## src/rtl/pipelined_acc_param.sv

```systemverilog
// -----------------------------------------------------------------------------
// pipelined_acc_param
//
// Running accumulator of A + B with a carry-save feedback loop and a funnel
// pipeline that resolves the carry-save total into binary, CHUNK bits per
// stage. The accumulator loop contains no carry chain. Each funnel stage
// contains one CHUNK-bit carry chain plus a carry-in.
//
// Parameters
//   WIDTH : operand / accumulator width. Must be >= CHUNK.
//   CHUNK : bits resolved per funnel stage. WIDTH must be a multiple of CHUNK.
//           N = WIDTH / CHUNK funnel stages. N = 1 is legal.
//
// Ports
//   clk       in   rising-edge clock
//   reset     in   asynchronous, active-low reset (clears every register)
//   in_valid  in   A/B/clear form a beat this cycle
//   clear     in   restart accumulation at this beat (honoured when in_valid=0)
//   A, B      in   WIDTH-bit operands
//   out_valid out  final_acc carries a resolved beat
//   out_clr   out  the emitted beat was a clear beat
//   final_acc out  running sum mod 2^WIDTH
//
// Latency: a beat sampled at edge e appears after edge e+N+1.
// -----------------------------------------------------------------------------
module pipelined_acc_param #(
   parameter int WIDTH = 32,
   parameter int CHUNK = 4
) (
   input  logic             clk,
   input  logic             reset,
   input  logic             in_valid,
   input  logic             clear,
   input  logic [WIDTH-1:0] A,
   input  logic [WIDTH-1:0] B,
   output logic             out_valid,
   output logic             out_clr,
   output logic [WIDTH-1:0] final_acc
);

   localparam int N = WIDTH / CHUNK;

   // 4:2 compressor built from two 3:2 layers. Returns {sum, carry}; the
   // carry vectors are shifted left by one and the bit leaving the MSB is
   // dropped, which is exactly arithmetic mod 2^WIDTH.
   function automatic logic [2*WIDTH-1:0] csa42(
      input logic [WIDTH-1:0] a,
      input logic [WIDTH-1:0] b,
      input logic [WIDTH-1:0] s,
      input logic [WIDTH-1:0] c
   );
      logic [WIDTH-1:0] s1, c1, s2, c2;
      s1 = a ^ b ^ s;
      c1 = ((a & b) | (a & s) | (b & s)) << 1;
      s2 = s1 ^ c ^ c1;
      c2 = ((s1 & c) | (s1 & c1) | (c & c1)) << 1;
      return {s2, c2};
   endfunction

   // ---- stage 0: input registers, sampled every cycle ----
   logic [WIDTH-1:0] a_p0, b_p0;
   logic             vld_p0, clr_p0;

   always_ff @(posedge clk or negedge reset) begin
      if (!reset) begin
         a_p0   <= '0;
         b_p0   <= '0;
         vld_p0 <= 1'b0;
         clr_p0 <= 1'b0;
      end else begin
         a_p0   <= A;
         b_p0   <= B;
         vld_p0 <= in_valid;
         clr_p0 <= clear;
      end
   end

   // ---- stage 1: carry-save accumulator loop ----
   logic [WIDTH-1:0]   acc_s_p1, acc_c_p1;
   logic               vld_p1, clr_p1;
   logic [WIDTH-1:0]   base_s, base_c;
   logic [2*WIDTH-1:0] csa_out;

   // A clear beat compresses against zero, so its result is A+B alone.
   assign base_s  = clr_p0 ? '0 : acc_s_p1;
   assign base_c  = clr_p0 ? '0 : acc_c_p1;
   assign csa_out = csa42(a_p0, b_p0, base_s, base_c);

   always_ff @(posedge clk or negedge reset) begin
      if (!reset) begin
         acc_s_p1 <= '0;
         acc_c_p1 <= '0;
         vld_p1   <= 1'b0;
         clr_p1   <= 1'b0;
      end else begin
         if (vld_p0) begin
            acc_s_p1 <= csa_out[2*WIDTH-1:WIDTH];
            acc_c_p1 <= csa_out[WIDTH-1:0];
         end else if (clr_p0) begin
            acc_s_p1 <= '0;
            acc_c_p1 <= '0;
         end
         vld_p1 <= vld_p0;
         // An idle clear only zeroes the loop; it never becomes an output beat.
         clr_p1 <= vld_p0 & clr_p0;
      end
   end

   // ---- stages 2..N+1: carry-resolving funnel ----
   // Funnel stage j resolves chunk j. The sum/carry pair is forwarded whole;
   // chunks already resolved are never read again downstream.
   logic [WIDTH-1:0] stg_s_p  [0:N-1];
   logic [WIDTH-1:0] stg_c_p  [0:N-1];
   logic [WIDTH-1:0] stg_r_p  [0:N-1];
   logic             stg_cy_p [0:N-1];
   logic             stg_v_p  [0:N-1];
   logic             stg_k_p  [0:N-1];

   logic [WIDTH-1:0] src_s  [0:N-1];
   logic [WIDTH-1:0] src_c  [0:N-1];
   logic [WIDTH-1:0] src_r  [0:N-1];
   logic             src_cy [0:N-1];
   logic             src_v  [0:N-1];
   logic             src_k  [0:N-1];
   logic [WIDTH-1:0] nxt_r  [0:N-1];
   logic             nxt_cy [0:N-1];
   logic [CHUNK:0]   csum   [0:N-1];

   always_comb begin
      src_s[0]  = acc_s_p1;
      src_c[0]  = acc_c_p1;
      src_r[0]  = '0;
      src_cy[0] = 1'b0;
      src_v[0]  = vld_p1;
      src_k[0]  = clr_p1;
      for (int j = 1; j < N; j++) begin
         src_s[j]  = stg_s_p[j-1];
         src_c[j]  = stg_c_p[j-1];
         src_r[j]  = stg_r_p[j-1];
         src_cy[j] = stg_cy_p[j-1];
         src_v[j]  = stg_v_p[j-1];
         src_k[j]  = stg_k_p[j-1];
      end
      for (int j = 0; j < N; j++) begin
         csum[j] = {1'b0, src_s[j][j*CHUNK +: CHUNK]}
                 + {1'b0, src_c[j][j*CHUNK +: CHUNK]}
                 + {{CHUNK{1'b0}}, src_cy[j]};
         nxt_r[j] = src_r[j];
         nxt_r[j][j*CHUNK +: CHUNK] = csum[j][CHUNK-1:0];
         nxt_cy[j] = csum[j][CHUNK];
      end
   end

   always_ff @(posedge clk or negedge reset) begin
      if (!reset) begin
         for (int j = 0; j < N; j++) begin
            stg_s_p[j]  <= '0;
            stg_c_p[j]  <= '0;
            stg_r_p[j]  <= '0;
            stg_cy_p[j] <= 1'b0;
            stg_v_p[j]  <= 1'b0;
            stg_k_p[j]  <= 1'b0;
         end
      end else begin
         for (int j = 0; j < N; j++) begin
            stg_s_p[j]  <= src_s[j];
            stg_c_p[j]  <= src_c[j];
            stg_r_p[j]  <= nxt_r[j];
            stg_cy_p[j] <= nxt_cy[j];
            stg_v_p[j]  <= src_v[j];
            stg_k_p[j]  <= src_k[j];
         end
      end
   end

   // The carry out of the last stage wraps the total mod 2^WIDTH.
   assign final_acc = stg_r_p[N-1];
   assign out_valid = stg_v_p[N-1];
   assign out_clr   = stg_k_p[N-1];

endmodule

```

## config.mk

```make
export PLATFORM = sky130hd
export DESIGN_NAME = pipelined_acc_param
export DESIGN_NICKNAME = d
export VERILOG_FILES = /design/src/rtl/pipelined_acc_param.sv
export SDC_FILE = /design/constraint.sdc
export NUM_CORES = 1
export LEC_CHECK = 0
export BUFFER_PORTS_ARGS = -buffer_cell sky130_fd_sc_hd__buf_2
export CAP_MARGIN = 20
export CORE_ASPECT_RATIO = 1.2
export CORE_UTILIZATION = 25
export CTS_CLUSTER_SIZE = 8
export DETAILED_ROUTE_END_ITERATION = 8
export PLACE_DENSITY = 0.42
export SETUP_SLACK_MARGIN = 0.2
export SYNTH_ARGS = -nofsm -noshare
export SYNTH_HDL_FRONTEND = slang
export SYNTH_SLANG_ARGS = --single-unit
```

## constraint.sdc

```tcl
create_clock -name clk -period 2.3 [get_ports clk]
set_input_delay 0.23 -clock clk [delete_from_list [all_inputs] [get_ports clk]]
set_output_delay 0.23 -clock clk [all_outputs]
set_load 0.05 [all_outputs]
```

Yosys cells after proc, flatten, opt, wreduce, memory -nomap -nowiden
Index checks and enable logic that the tools add are counted.

Bitwise gates (word level): 15. $add $sub $neg: 15. Mux-type cells: 4.

Operators by type and width (count): $and A31 B31 Y31 (6); $mux W32 (4); $xor A32 B32 Y32 (4); $or A31 B31 Y31 (4); $add A4 B4 Y5 (7); $add A5 B1 Y5 (6); $add A4 B1 Y4 (1); $add A4 B4 Y4 (1); $and A1 B1 Y1 (1).

Word-level logic and storage cells: 87. Input port bits: 68. Output and inout port bits: 34. Register bits: 747.

Logic depth before layout (Yosys ltp)
Word-level depth: 8. Depth in mapped cells: 8. Mapped depth without buffers: 6.

Least setup slack after synthesis
OpenSTA, ideal clock, no wires.

Path type: register -> register. Start point: register clr_p0. End point: register acc_c_p1[10]. Library setup time: 125 ps. Period minus slack after synthesis: 2081 ps. Slack: 219 ps. Cell stages (with the launch flop): 8. Data required time: 2175 ps. Path buffers: 2. Arrival time: 1956 ps. Cell sequence: dfrtp_1 > buf_2 > clkbuf_1 > nand2b_1 > fa_1 > inv_1 > fa_1 > mux2_2.

Word-level cells in the longest chain between the ends: 8. Elaborated cells between the ends (all ways): 13. Those cells by class: 3 x mux; 10 x bitwise.

Ends and longest elaborated chain: start, declared (line 62) `logic vld_p0, clr_p0;`; start signal, assigned (line 74) `clr_p0 <= clear;`; $mux W32; $and A31 B31 Y31 (line 54) `c1 = ((a & b) | (a & s) | (b & s)) << 1;`; $or A31 B31 Y31 (2 in series) (line 54); $and A31 B31 Y31 (line 56) `c2 = ((s1 & c) | (s1 & c1) | (c & c1)) << 1;`; $or A31 B31 Y31 (2 in series) (line 56); $mux W32 (*) (line 96) `if (vld_p0) begin`; end signal, assigned (line 98) `acc_c_p1 <= csa_out[WIDTH-1:0];`; end, declared (line 79) `logic [WIDTH-1:0] acc_s_p1, acc_c_p1;`.

Every way passes the cells marked *; elsewhere a longest branch is shown, timed or not.

Worst setup path after layout
Start point: register clr_p0. End point: register acc_c_p1[28].

Same word-level chain as after synthesis.

==> summary.md <==
| Metric | Value |
|---|---|
| Power Density | 1180 mW/mm^2 |
| Max Freq | 467 MHz |
| Layout Cells excl Fill | 2190 |
| DP Area | 0.0189 mm^2 |
| Critical path's most frequent cell | fa_1 |
| Crit path cell chain | buf_12 -> nand2b_1 -> fa_1 -> inv_1 -> fa_1 -> mux2_2 |
| Multi-input gate area | 0.00338 mm^2 |
| Die height | 288 um |
| DPL Wire Length | 17300 um |
| Buffers on Ports | 101 |
| Sequential area share after synthesis | 76.7% |
| Drt wl/cell | 12.9 um |
| Top Ports | 102 |
| Final Hold Viols | 0 |
| RSZ-0062 raised after global routing | yes |
| Maxcap violations | 0 |
| Largest net degree at the start of global routing | 69 |
| Post-Synthesis Cells | 1017 |
| Worst Setup SP | clr_p0 |
| Status | finished clean |
| Flops & latches, synth | 523 |
| Grt total ovfl | 0 |
| Vias in the first global route | 9147 |
| Worst hold-check path type | in2async |
| Antenna violations before repair | 0 |
| Nets | 1445 |
| WP data arrival | 2610 ps |
| Storage cell area | 0.0131 mm^2 |
| H-Tree Depth | 3 |
| Fin util | 32.5% |
| Vias per std cell | 3.54 |
| Crit Path Category | reg2reg |
| Setup TNS | 0 ps |
| Syn nets | 1186 |
| CP top delay family | adder cells |
| Full die area | 0.0693 mm^2 |
| Layout cells sized above 1 | 20.9% |
| Vias | 7749 |
| GPL Wtd Cong | 0.707 |
| CP max FO | 14 |
| Clock latency on the worst-skew pair | 600 ps |
| Post-DRT Antenna Nets | 0 |
| Clk_skew | 22.9 ps |
| CTS max path bufs | 3 |
| Worst-Margin Slew | 682 ps |
| CP Capture Type | flip-flop |
| VDD IR max | 0.000532 V |
| Clock Root Buffer | clkbuf_16 |
| Leak Pwr | 10.8 nW |
| Most frequent cells in the layout | 521 x dfrtp_1, 155 x inv_1, 101 x buf_2 |
| Final WS setup | 161 ps |
| R2R depth | 6 |
| Cells after DPL | 2023 |
| Period utilization | 93.0% |
| Reg-to-Reg Start | clr_p0 |
| All-Layer GR Usage | 8.95% |
| Crit path depth | 6 |
| CTS tree | built |
| Crit path max-delay cell type | fa_1 |
| Fin area | 0.0219 mm^2 |
| Drt initial violations | 309 |
| WL final | 28300 um |
| Tot Pwr | 25.7 mW |
| Rel. slew slack | 54.5% |
| Number of core rows | 104 |
| Drt drc | 0 |
| Slew Limit Fails | 0 |
| Synth warn | 0 |
| TritonCTS Sinks | 523 |
| Synthesis-to-layout area growth | 28.1% |
| DR pass1 iterations | 4 |
| First-pass GRT wire length | 47800 um |
| Most common cell after layout, fill and taps aside | dfrtp_1 |
| # setup viols final | 0 |
| Fin crit period | 2140 ps |
| CTS Buf Count | 76 |
| Post-Syn Area | 0.0171 mm^2 |
| Clk slew on worst S/H paths | 50 ps |
| Initial Util | 25.4% |
| Fill cell count | 6578 |
| Die width | 240 um |
| CP Launch Type | flip-flop |
| R2R Path End | acc_c_p1[28] |
| Number of diodes | 0 |
| Flop-to-flop setup slack | 160 ps |
| Pre-CTS setup slack | 78.6 ps |
| Critical Path RT | 2780 ps |
| CP peak stage delay | 490 ps |
| Post-synth cell types | 24 |
| Fin Hold WS | 215 ps |
| Synth Area per Inst | 16.8 um^2 |
| Core Area | 0.0673 mm^2 |
| WP buf/inv | 2 |
==> synthesized netlist by cell type (all sizes together) <==
| master | number | area (um^2) |
|---|---|---|
| dfrtp | 523 | 13100 |
| inv | 157 | 589 |
| fa | 76 | 1520 |
| nor2b | 40 | 250 |
| o21ai | 37 | 185 |
| nand2b | 35 | 219 |
| mux2 | 32 | 364 |
| nand2 | 30 | 113 |
| ha | 25 | 313 |
| xnor2 | 15 | 131 |
| clkbuf | 12 | 45.0 |
| a21o | 10 | 75.1 |
| a21oi | 8 | 40.0 |
| buf | 6 | 30.0 |
| nor2 | 3 | 11.3 |
| xor2 | 2 | 17.5 |
| a22o | 1 | 8.76 |
| a22oi | 1 | 12.5 |
| and2 | 1 | 6.26 |
| o211ai | 1 | 7.51 |
| o31ai | 1 | 7.51 |
| xor3 | 1 | 23.8 |
==> metal layers <==
layer / part of all wire, % / track usage (%) / wire [um] / vias to the layer above
li1: - / - / - / 3566
met1: 40 / 10.3 / 11400 / 3977
met2: 52 / 15.1 / 14700 / 142
met4: 3.2 / 5.03 / 910 / 0
met5: 0 / 0 / 0 / -
met3: 4.6 / 2.30 / 1310 / 64
==> worst reg2reg max path, stage by stage (launching register included) <==
cell      delay, ps
dfrtp_2         480
buf_12          180
nand2b_1        180
fa_1            490
inv_1            50
fa_1            370
mux2_2          270
==> area by class of cell <==
class,instances,share of cell area (%)
Sequential cell,523,59.9
Multi-Input combinational cell,319,15.4
Tap cell,901,5.16
Clock inverter,7,0.527
Inverter,157,2.70
Timing Repair Buffer,199,7.24
Clock buffer,84,9.03
==> cell families (layout without fill, tap and decap cells) <==
kind of cell | Yosys count | after routing | share of synthesized area, %
AOI/OAI and AO/OA | 59 | 59 | 1.97
muxes | 32 | 32 | 2.13
adders and majority gates | 101 | 101 | 10.8
xor gates and xnor gates | 18 | 18 | 1.01
buffers and inverters | 175 | 447 | 3.89
DFF | 523 | 523 | 76.7
and+or+nand+nor | 109 | 109 | 3.51
==> timing repair <==
item	in CTS	in global routing
hold endpoints to repair	117	0
gates cloned	2	0
pin swaps	1	0
hold buffers	67	0
setup endpoints to repair	52	58
gates resized for setup	11	14
buffers inserted	7	0
==> worst max-delay path by stage <==
| stage | to | slack, ps |
|---|---|---|
| floorplan | acc_c_p1[10] | 220 |
| global placement | acc_c_p1[21] | 110 |
| detailed placement | acc_c_p1[21] | 80 |
| CTS | acc_c_p1[4] | 130 |
| global route | acc_s_p1[22] | 70 |
| finish | acc_c_p1[28] | 160 |
==> power breakdown <==
part / switching, mW / internal, mW / leakage [nW]
sequential: 0.784 / 11.7 / 6.61
combinational: 2.24 / 1.21 / 3.21
clock: 3.80 / 6.02 / 1.02
total: 6.83 / 18.9 / 10.8
==> flip-flops by register name, summed over array words and instances (netlist names) <==
signal / cells
a_p0: 32
acc_c_p1: 32
acc_s_p1: 32
b_p0: 32
clr_p0: 1
clr_p1: 1
final_acc: 32
nxt_r: 112
out_clr: 1
out_valid: 1
src_c: 112
src_cy: 7
src_k: 7
src_s: 112
src_v: 7
vld_p0: 1
vld_p1: 1
(Power assumes the default switching activity.)
